==> config.mk <==
export PLATFORM = sky130hd
export DESIGN_NAME = rv_hazard_fwd_unit
export DESIGN_NICKNAME = d
export VERILOG_FILES = /design/src/rtl/rv_pipe_pkg.sv /design/src/rtl/rv_fwd_mux.sv /design/src/rtl/rv_hazard_fwd_unit.sv
export SDC_FILE = /design/constraint.sdc
export NUM_CORES = 1
export LEC_CHECK = 0
export BUFFER_PORTS_ARGS = -buffer_cell sky130_fd_sc_hd__buf_2
export CORE_AREA = 3 3 123 125
export DETAILED_ROUTE_END_ITERATION = 16
export DIE_AREA = 0 0 126 128
export PLACE_DENSITY = 0.88
export SKIP_LAST_GASP = 1
export SLEW_MARGIN = 20
export SYNTH_ARGS = -nofsm -noshare
export SYNTH_HDL_FRONTEND = slang
export SYNTH_HIERARCHICAL = 1
export SYNTH_SLANG_ARGS = --single-unit
==> constraint.sdc <==
create_clock -name clk -period 4.1 [get_ports clk]
set_input_delay 0.82 -clock clk [delete_from_list [all_inputs] [get_ports clk]]
set_output_delay 0.82 -clock clk [all_outputs]
set_load 0.005 [all_outputs]
==> src/rtl/rv_pipe_pkg.sv <==
// Shared pipeline types for the RV32 core: stage indices, scoreboard entry, select-width helper.
package rv_pipe_pkg;

  localparam int unsigned STG_EX  = 0;
  localparam int unsigned STG_MEM = 1;
  localparam int unsigned STG_WB  = 2;

  localparam int unsigned SB_RA_W = 5;

  typedef struct packed {
    logic               valid;
    logic [SB_RA_W-1:0] rd;
    logic               regwrite;
    logic               is_load;
  } sb_entry_t;

  // 0 selects the register file, k+1 selects stage k
  function automatic int unsigned fwd_sel_w(input int unsigned depth);
    return $clog2(depth + 1);
  endfunction

endpackage

==> src/rtl/rv_fwd_mux.sv <==
// Priority match of one source operand against the in-flight scoreboard; youngest producer wins.
module rv_fwd_mux
  import rv_pipe_pkg::*;
#(
  parameter int unsigned XLEN      = 32,
  parameter int unsigned RA_W      = 5,
  parameter int unsigned FWD_DEPTH = 3,
  parameter int unsigned LOAD_LAT  = 1,
  parameter int unsigned SEL_W     = fwd_sel_w(FWD_DEPTH)
) (
  input  logic [RA_W-1:0]           rs,
  input  logic                      use_rs,
  input  logic [XLEN-1:0]           rf_data,
  input  logic [FWD_DEPTH*XLEN-1:0] stage_result,
  input  sb_entry_t [FWD_DEPTH-1:0] sb,
  output logic [XLEN-1:0]           op_c,
  output logic [SEL_W-1:0]          sel_c,
  output logic                      load_stall_c
);

  // Scan oldest to youngest so the youngest match overwrites older ones
  always_comb begin
    op_c         = rf_data;
    sel_c        = '0;
    load_stall_c = 1'b0;
    for (int unsigned i = 0; i < FWD_DEPTH; i++) begin
      if (sb[FWD_DEPTH-1-i].valid && sb[FWD_DEPTH-1-i].regwrite && use_rs &&
          (rs != '0) && (sb[FWD_DEPTH-1-i].rd == SB_RA_W'(rs))) begin
        op_c         = stage_result[(FWD_DEPTH-1-i)*XLEN +: XLEN];
        sel_c        = SEL_W'(FWD_DEPTH - i);
        load_stall_c = sb[FWD_DEPTH-1-i].is_load && ((FWD_DEPTH-1-i) < LOAD_LAT);
      end
    end
  end

endmodule

==> src/rtl/rv_hazard_fwd_unit.sv <==
// Hazard/forwarding controller beside ID: shadow scoreboard, operand forwarding,
// load-use stall, redirect kill and saturating stall/flush counters.
module rv_hazard_fwd_unit
  import rv_pipe_pkg::*;
#(
  parameter int unsigned XLEN           = 32,
  parameter int unsigned RA_W           = 5,
  parameter int unsigned FWD_DEPTH      = 3,
  parameter int unsigned LOAD_LAT       = 1,
  parameter int unsigned REDIRECT_STAGE = 1,
  parameter int unsigned CNT_W          = 32
) (
  input  logic                            clk,
  input  logic                            rst,
  input  logic                            id_valid_i,
  input  logic [RA_W-1:0]                 id_rs1_i,
  input  logic [RA_W-1:0]                 id_rs2_i,
  input  logic                            id_use_rs1_i,
  input  logic                            id_use_rs2_i,
  input  logic [RA_W-1:0]                 id_rd_i,
  input  logic                            id_regwrite_i,
  input  logic                            id_is_load_i,
  input  logic [XLEN-1:0]                 rf_rs1_data_i,
  input  logic [XLEN-1:0]                 rf_rs2_data_i,
  input  logic [FWD_DEPTH*XLEN-1:0]       stage_result_i,
  input  logic                            redirect_i,
  output logic [XLEN-1:0]                 opa_o,
  output logic [XLEN-1:0]                 opb_o,
  output logic [fwd_sel_w(FWD_DEPTH)-1:0] fwd_sel_a_o,
  output logic [fwd_sel_w(FWD_DEPTH)-1:0] fwd_sel_b_o,
  output logic                            stall_o,
  output logic [REDIRECT_STAGE:0]         kill_o,
  output logic [CNT_W-1:0]                stall_cnt_o,
  output logic [CNT_W-1:0]                flush_cnt_o
);

  localparam int unsigned      SEL_W   = fwd_sel_w(FWD_DEPTH);
  localparam logic [CNT_W-1:0] CNT_MAX = '1;

  sb_entry_t [FWD_DEPTH-1:0] sb_q;
  sb_entry_t                 id_entry_c;
  logic                      stall_a_c;
  logic                      stall_b_c;

  rv_fwd_mux #(
    .XLEN(XLEN), .RA_W(RA_W), .FWD_DEPTH(FWD_DEPTH), .LOAD_LAT(LOAD_LAT), .SEL_W(SEL_W)
  ) u_fwd_a (
    .rs(id_rs1_i), .use_rs(id_use_rs1_i), .rf_data(rf_rs1_data_i),
    .stage_result(stage_result_i), .sb(sb_q),
    .op_c(opa_o), .sel_c(fwd_sel_a_o), .load_stall_c(stall_a_c)
  );

  rv_fwd_mux #(
    .XLEN(XLEN), .RA_W(RA_W), .FWD_DEPTH(FWD_DEPTH), .LOAD_LAT(LOAD_LAT), .SEL_W(SEL_W)
  ) u_fwd_b (
    .rs(id_rs2_i), .use_rs(id_use_rs2_i), .rf_data(rf_rs2_data_i),
    .stage_result(stage_result_i), .sb(sb_q),
    .op_c(opb_o), .sel_c(fwd_sel_b_o), .load_stall_c(stall_b_c)
  );

  // A redirect overrides any load-use stall in the same cycle
  assign stall_o = (stall_a_c | stall_b_c) & ~redirect_i;
  assign kill_o  = {(REDIRECT_STAGE+1){redirect_i}};

  always_comb begin
    id_entry_c = '0;
    if (id_valid_i && !stall_o && !kill_o[0]) begin
      id_entry_c.valid    = 1'b1;
      id_entry_c.rd       = SB_RA_W'(id_rd_i);
      id_entry_c.regwrite = id_regwrite_i;
      id_entry_c.is_load  = id_is_load_i;
    end
  end

  // Wrong-path entries younger than the redirecting stage are dropped as they shift
  always_ff @(posedge clk or posedge rst) begin
    if (rst) begin
      sb_q <= '0;
    end else begin
      sb_q[0] <= id_entry_c;
      for (int unsigned k = 1; k < FWD_DEPTH; k++) begin
        sb_q[k] <= (redirect_i && ((k - 1) < REDIRECT_STAGE)) ? sb_entry_t'('0) : sb_q[k-1];
      end
    end
  end

  always_ff @(posedge clk or posedge rst) begin
    if (rst) begin
      stall_cnt_o <= '0;
      flush_cnt_o <= '0;
    end else begin
      if (stall_o && (stall_cnt_o != CNT_MAX)) stall_cnt_o <= stall_cnt_o + CNT_W'(1);
      if (redirect_i && (flush_cnt_o != CNT_MAX)) flush_cnt_o <= flush_cnt_o + CNT_W'(1);
    end
  end

endmodule

==> results of run 1 <==
## registers in the layout (all words and copies together) (netlist names)
signal       flops
flush_cnt_o     32
stall_cnt_o     32
sb_q            22
## final cells by class
class | count | area, µm²
flip-flops and latches | 86 | 2150
multi-input cells | 635 | 4260
diodes | 10 | 25.0
clock inverters | 6 | 68.8
repair buffers | 327 | 1660
clock buffers | 10 | 239
well taps | 180 | 225
fillers | 1191 | 5350
inverters | 2 | 8.76
## power groups by stage
stage | Sequential (mW) | Combinational (mW) | Clock [mW]
detailed placement | 0.955 | 0.373 | 0
CTS | 0.940 | 0.375 | 0.842
finish | 0.941 | 0.376 | 0.830
global route | 0.947 | 0.412 | 0.883
global placement | 0.954 | 0.366 | 0
floorplan | 0.948 | 0.165 | 0
## layer usage
metal	vias to the layer above	share of wire (%)
li1	3445	-
met1	3580	37
met2	547	49
met3	83	11
met4	2	3.8
met5	-	0.043
## path summary, 6_finish.rpt
path | start | end | cells past startpoint
worst max-delay path | id_rs2_i[1] | stall_o | 8
worst min-delay path | sb_q[15] | sb_q[23] | 0
worst max register to register | sb_q[6] | stall_cnt_o[30] | 10
worst min register to register | sb_q[15] | sb_q[23] | 0
max in group asynchronous | rst | stall_cnt_o[6] | 3
min in group asynchronous | rst | flush_cnt_o[7] | 2
## cell usage in the layout (no fill, tap or decap), drive strengths merged, types with 5 or more instances in the layout
cell    instances
nor4           14
and3           50
a21oi           7
a31oi           5
nand4          24
clkinv          5
a221oi         34
and4           14
nand3          34
xor2           38
dfrtp          86
clkbuf         10
nor2b           8
a211oi         32
o21ai         132
xnor2          45
or4             7
nand2          94
and2           45
nor2           17
diode          10
nor3           12
buf           327
==> run metrics, run 1 <==
DRC viols 0; Hold Violations, Final 0; DP Area slightly above 8000 µm²; root buf cell clkbuf_16; PwrDens approximately 250 nW/µm²; unrepaired setup endpoints after global routing no; worst skew pair latency ~340 ps; largest net degree at the start of global routing 54; Placed Instances about 1,200; WP buf/inv 3; M3 GR Usage around 6.4%; leakage power 4.28 nW; # clock sinks 86; min cycle time layout roughly 3800 ps; startpoint types input pin; Post-CTS Hold Buffers 0; worst clock skew between 6 and 7 ps; most frequent CP cell buf_2; Ports 318; final instance area 8640 µm²; layout cells sized above 1 around two fifths; Critical Path Sink Type output pin; CP delay by family, top simple AND/OR/NAND/NOR gates; Clock Path Buffers 2; Core Util, Final 61.7%; reg-to-reg slack, setup ~800 ps; fin nets 1,246; Initial Util 48.4%; worst-margin pin slew 890 ps; # Max-Cap Violations 0; CTS tree built; initial antenna violation count 10; Synth-to-Final Area Change 27.4%; routing usage on met1 between 30% and 40%; Final HPWL DP between 15 and 20 mm; combinational share of power between 10% and 20%; GR Overflow Total 0; CTS HTree Levels 3; # setup viols final 0; maximum vdd drop ~0.34 mV; final slew viol count 0; drt initial violations 802; Pint between 1.5 and 2 mW; vias per inst 6.10; Max Fclk between 200 and 300 MHz; Fin Setup TNS 0 ps; Rows 43; post-cts resize count 0; arrival time at the worst endpoint 2940 ps; Sw Share a little over a quarter; vias in the first global route between 7,000 and 8,000; pre-CTS WS roughly 370 ps; Crit Path Max Fanout 8; die width about 130 µm; Final period util 91.8%; Largest stage delay, worst path around 570 ps; slowest cell on the critical path or4_4; Syn Inst Count between 700 and 800; GRT Total Usage about 30%; switching power total 578 µW; status complete, no violations; sequential power share about 44%; Vias 7,657; first-pass GRT wire length 38.9 mm; fin cells about 1,300; Placer Congestion 0.976; PortBufs approximately 320; setup repair bufs after CTS 0; Core ar. between 10,000 and 15,000 µm²; drt first pass iters 6; Mapped Nets 960; Syn Std Cell Area about 6800 µm²; Routed WL 25.5 mm; met2 usage about 50%; total CTS buffers 9; fin worst setup slack approximately 340 ps; critical path cell sequence buf_2 > or4_4 > or2_0 > and4_1 > and2_1 > o21bai_2 > clkinv_1 > buf_2; CP required 3280 ps; worst hold margin slightly above 400 ps; crit path kind in -> out; WL/cell slightly above 20 µm; HP Class reg -> reg; Avg Inst Size Synth 8.74 µm²; Total Power around 2.1 mW; YS warnings 6; Clk network pwr share between 30% and 40%; Slew HR 40.6%; die area roughly 16,000 µm²; Die Ht ~130 µm; post-route ant nets 0; most used routing layer met2; Worst-path clk slew 70 ps
(Power assumes the default switching activity.)
==> run 2: changes to the inputs <==
- CORE_AREA: 3 3 123 125 -> not set
- CORE_MARGIN: not set -> 3
- CORE_UTILIZATION: not set -> 48
- DIE_AREA: 0 0 126 128 -> not set
- clock period: 4.1 -> 3.9 ns (I/O delays scaled with it)
==> run 2 against run 1 <==
Design area grew 0.61%. Hold slack gained 2.4 ps. Setup slack lost 110 ps. Final cell count grew 0.24%. Power grew 3.5%. Clock-buffer cell count grew 1. Combinational power grew 7.2%. Critical path type unchanged. Largest cell class unchanged.
==> run metrics, run 2 (synthesis gave the netlist of run 1 again) <==
HP Start sb_q[15]; GR Overflow Total 0 (unchanged); # Max-Cap Violations 0 (unchanged); Clk network pwr share 37.2% (-1.5 points); biggest regs flush_cnt_o: 32 flops, stall_cnt_o: 32 flops, sb_q: 22 flops; Post-CTS Hold Buffers 0 (unchanged); crit path kind in -> out; Final period util about 94%; die area 15,600 µm² (-3.4%); drt first pass iters 5 (-1); HP Class reg -> reg; Vias 7,517 (-1.8%); Max Fclk between 200 and 300 MHz; switching power total 580 µW (+0.42%); most frequent CP cell buf_2; status complete, no violations; Slew HR 48.9% (+8.3 points); layout cells sized above 1 38.3% (+0.20 points); die width 125 µm (-0.94%); Rows 42 (-2.3%); total CTS buffers 9 (unchanged); Sw Share 26.1% (-0.81 points); final instance area 8690 µm² (+0.61%); Clock Path Buffers 2 (unchanged); min cycle time layout 3670 ps; post-cts resize count 0 (unchanged); multi-input logic area 4260 µm² (unchanged); Largest stage delay, worst path 720 ps (+150 ps); setup repair bufs after CTS 0 (unchanged); Pint 1.64 mW (+4.7%); Worst Setup SP id_rs1_i[0]; origin of the critical flop-to-flop path sb_q[6]; Worst-path clk slew 60 ps (about the same); most common cell after layout, fill and taps aside buf_2; most frequent cells in the layout 317 x buf_2, 92 x nand2_1, 86 x dfrtp_1; DRC viols 0 (unchanged); Die Ht 125 µm (-2.5%); post-route ant nets 0 (unchanged); Ports 318 (unchanged); slowest cell on the critical path nor4_4; leakage power 4.32 nW (+0.75%); CTS tree built; first-pass GRT wire length 38.6 mm (-0.85%); wl on met1 9.64 mm (+2.4%); PwrDens 256 nW/µm² (+2.9%); worst hold margin 405 ps (+2.40 ps); vias per inst 5.97 (-2.1%); Crit Path Max Fanout 16 (+8); worst clock skew 7.80 ps (+1.13 ps); Placer Congestion 1.03 (+5.2%); Hold Violations, Final 0 (unchanged); root buf cell clkbuf_16; DP Area 8370 µm² (+0.78%); startpoint types input pin; WL met2 12.3 mm (-0.61%); final slew viol count 0 (unchanged); combinational share of power 18.1% (+0.6 points); Core ar. 13,500 µm² (-3.5%); critical path cell sequence buf_2 > xnor2_1 > nand4_1 > nor4_4 > buf_4 > a221oi_1 > o21ai_1 > buf_2; Reg area 2150 µm² (unchanged); sequential power share 44.7% (+0.9 points); fin nets 1,252 (+0.48%); unrepaired setup endpoints after global routing no; worst skew pair latency 330 ps (about the same); CTS HTree Levels 3 (unchanged); GRT Total Usage 30.5% (+0.69 points); CP required 3120 ps (-160 ps); Fin Setup TNS 0 ps (unchanged); Routed WL 25.3 mm (-0.68%); drt initial violations 886 (+10%); Synth-to-Final Area Change 28.2%; arrival time at the worst endpoint 2890 ps (-50 ps); Final HPWL DP 18.8 mm (-0.64%); worst-margin pin slew 760 ps (-129 ps); Met3 Routed Length 2.27 mm (-17%); PortBufs 317 (unchanged); # setup viols final 0 (unchanged); maximum vdd drop 0.323 mV (-4.6%); Initial Util 50.2% (+1.7 points); largest net degree at the start of global routing 39 (-28%); initial antenna violation count 12 (+2); # clock sinks 86 (unchanged); fill count 1,155 (-3.0%); Top Layer Used met5; vias in the first global route 7,193 (+1.1%); Critical Path Sink Type output pin; WL/cell 20.1 µm (-0.92%)
-- run 2: metal layers --
layer / up-vias / global-route usage [%]
met4: 2 / 15.8
met1: 3524 / 37.4
met5: - / 0
li1: 3465 / -
met2: 448 / 51.7
met3: 78 / 4.80
-- run 2: power groups by stage --
stage | Sequential, mW | Combinational, mW | Clock (mW)
finish | 0.993 | 0.403 | 0.826
global route | 1.00 | 0.445 | 0.878
CTS | 0.992 | 0.404 | 0.842
detailed placement | 1.01 | 0.402 | 0
global placement | 1.00 | 0.390 | 0
floorplan | 0.997 | 0.174 | 0
-- run 2: layout make-up --
cell class / count / share of cell area (%)
Clock buffer: 11 / 2.79
Multi-Input combinational cell: 635 / 49.0
Tap cell: 176 / 2.53
Sequential cell: 86 / 24.8
Antenna cell: 12 / 0.346
Timing Repair Buffer: 333 / 19.9
Inverter: 2 / 0.101
Clock inverter: 4 / 0.547
-- run 2: final timing paths --
kind / depth (start not counted) / slack (ps) / to
setup / recovery: 8 / 230 / opa_o[15]
hold / removal: 0 / 400 / sb_q[23]
setup reg to reg: 10 / 810 / stall_cnt_o[30]
hold reg to reg: 0 / 400 / sb_q[23]
max in group asynchronous: 3 / 2700 / sb_q[17]
min in group asynchronous: 2 / 410 / stall_cnt_o[21]
-- run 2: metrics by stage --
step	worst slack, ps	total power, mW	util (%)	cells
2_1_floorplan	556	1.17	-	775
3_3_place_gp	292	1.39	62.0	1232
3_5_place_dp	252	1.41	62.0	1232
4_1_cts	259	2.24	64.1	1247
5_1_grt	94.8	2.32	64.3	1258
6_report	226	2.22	64.3	1259
-- run 2: worst max-delay path: cells and delay by family --
kind                   cells  cell delay [ps]
buffers and inverters      3              710
AO/OA/AOI/OAI              2              320
AND/OR/NAND/NOR            2              900
XOR/XNOR                   1              160
==> run 3: changes to the inputs <==
- CORE_UTILIZATION: 48 -> 45
- PLACE_DENSITY: 0.88 -> 0.84
==> run 3 against run 2 <==
Combinational power about the same. Design area about the same. Flip-flop and latch count unchanged. Clock skew decreased by 1.1 ps. Largest power group unchanged. Clock-buffer cell count increased by 1. Die area increased by 6.3%. Routed wire length increased by 3.3%. Clock power increased by 15%. Critical endpoint is now opb_o[30]. Critical path type unchanged. Fmax decreased by 1.0%.
==> run metrics, run 3 (synthesis gave the netlist of run 1 again) <==
status complete, no violations; # Max-Cap Violations 0 (unchanged); Placer Congestion 0.990 (-3.7%); initial antenna violation count 10 (-2); origin of the critical flop-to-flop path sb_q[6]; startpoint types input pin; PortBufs 317 (unchanged); Vias 7,772 (+3.4%); RR Endpoint stall_cnt_o[30]; Slew HR 39.6% (-9.3 points); unrepaired setup endpoints after global routing no; first-pass GRT wire length 39.3 mm (+1.9%); worst hold margin 395 ps (-9.59 ps); r2r worst-path depth 10 (unchanged); fill count 1,312 (+14%); Synth-to-Final Area Change 28.2% (about the same); combinational share of power 17.2% (-0.9 points); drt initial violations 708 (-20%); vias in the first global route 7,157 (-0.50%); critical path cell sequence buf_2 > or4_4 > o211a_4 > nand2_4 > a221oi_1 > o21ai_1 > buf_2; # clock sinks 86 (unchanged); Worst-path clk slew 60 ps (about the same); Largest stage delay, worst path 560 ps (-160 ps); layout cells sized above 1 38.1% (-0.23 points); DRC viols 0 (unchanged); most common cell after layout, fill and taps aside buf_2; most frequent cells in the layout 317 x buf_2, 92 x nand2_1, 86 x dfrtp_1; PwrDens 270 nW/µm² (+5.4%); die area 16,600 µm² (+6.3%); post-cts resize count 0 (unchanged); die width 129 µm (+3.1%); Crit Path Max Fanout 34 (+18); slowest cell on the critical path or4_4; setup repair bufs after CTS 0 (unchanged); Critical Path Sink Type output pin; worst clock skew 6.73 ps (-1.07 ps); total CTS buffers 9 (unchanged); Clk network pwr share 40.5% (+3.3 points); Core ar. 14,600 µm² (+8.4%); Die Ht 129 µm (+3.1%); Final HPWL DP 19.4 mm (+3.2%); Clock Path Buffers 2 (unchanged); largest net degree at the start of global routing 53 (+36%); vias per inst 6.17 (+3.3%); CTS HTree Levels 3 (unchanged); Sw Share 25.9% (-0.22 points); HP Class reg -> reg; arrival time at the worst endpoint 2930 ps (+40 ps); Post-CTS Hold Buffers 0 (unchanged); biggest regs flush_cnt_o: 32 flops, stall_cnt_o: 32 flops, sb_q: 22 flops; worst-margin pin slew 906 ps (+146 ps); leakage power 4.31 nW (-0.18%); reg-to-reg slack, setup 800 ps (about the same); sequential power share 42.3% (-2.4 points); Worst Setup SP id_rs2_i[1]; drt first pass iters 6 (+1); cell count of the worst hold path 0 (unchanged); maximum vdd drop 0.444 mV (+37%); min cycle time layout 3710 ps (+37.3 ps); hold worst-path end sb_q[23]; GRT Total Usage 29.8% (-0.65 points); worst skew pair latency 340 ps (about the same); fin nets 1,247 (-0.40%); Pint 1.73 mW (+5.6%); Fin Setup TNS 0 ps (unchanged); most frequent CP cell buf_2; CTS tree built; GR Overflow Total 0 (unchanged); switching power total 606 µW (+4.5%); Hold Violations, Final 0 (unchanged); Max Fclk 269 MHz (-1.0%); WL/cell 20.8 µm (+3.3%); HP Start sb_q[15]; multi-input logic area 4260 µm² (unchanged); Rows 44 (+4.8%); Routed WL 26.2 mm (+3.3%); Ports 318 (unchanged); post-route ant nets 0 (unchanged); CP required 3120 ps (about the same); Initial Util 46.3% (-3.9 points); Reg area 2150 µm² (unchanged); final slew viol count 0 (unchanged); Final period util 95.2% (+0.96 points); root buf cell clkbuf_16; # setup viols final 0 (unchanged); crit path kind in -> out
[run 3: per-stage QoR]
stage	utilization, %	worst slack (ps)	area (µm²)	total power [mW]	std cells
after global routing	59.3	119	8680	2.43	1259
after global placement	56.9	285	8330	1.39	1235
after detailed placement	56.9	287	8330	1.40	1235
after floorplan	-	556	6780	1.17	775
after CTS	59.2	273	8660	2.35	1251
final	59.3	189	8680	2.34	1260
[run 3: final cells by class]
class,count,share of cell area [%]
Timing Repair Buffer,328,19.4
Clock inverter,4,0.893
Multi-Input combinational cell,635,49.0
Tap cell,184,2.65
Inverter,2,0.101
Antenna cell,9,0.259
Clock buffer,12,2.95
Sequential cell,86,24.8
[run 3: how the worst max path moves through the flow]
stage                 endpoint  cells past startpoint
2_1_floorplan  stall_cnt_o[30]                     11
3_3_place_gp         opb_o[30]                      7
3_5_place_dp         opb_o[30]                      7
4_1_cts              opb_o[30]                      7
5_1_grt                stall_o                      8
6_report             opb_o[30]                      7
[run 3: routing by layer]
metal	wire (µm)	up-vias	track usage [%]	share of wire, %
met5	21	-	0	0.080
met4	1530	4	15.4	5.8
met3	2660	113	6.27	10
met2	12300	553	48.3	47
met1	9690	3661	37.5	37
li1	-	3441	-	-
[run 3: worst max-delay path: cells and delay by family]
kind	cells	cell delay (ps)
buffers and inverters	2	280
AND/OR/NAND/NOR	2	1010
AO/OA/AOI/OAI	3	810
[run 3: power groups by stage]
| stage | Combinational (mW) | Clock, mW | Sequential, mW |
|---|---|---|---|
| after global routing | 0.439 | 0.998 | 0.998 |
| after CTS | 0.399 | 0.958 | 0.990 |
| after global placement | 0.387 | 0 | 1.00 |
| final | 0.402 | 0.948 | 0.991 |
| after floorplan | 0.174 | 0 | 0.997 |
| after detailed placement | 0.396 | 0 | 1.01 |
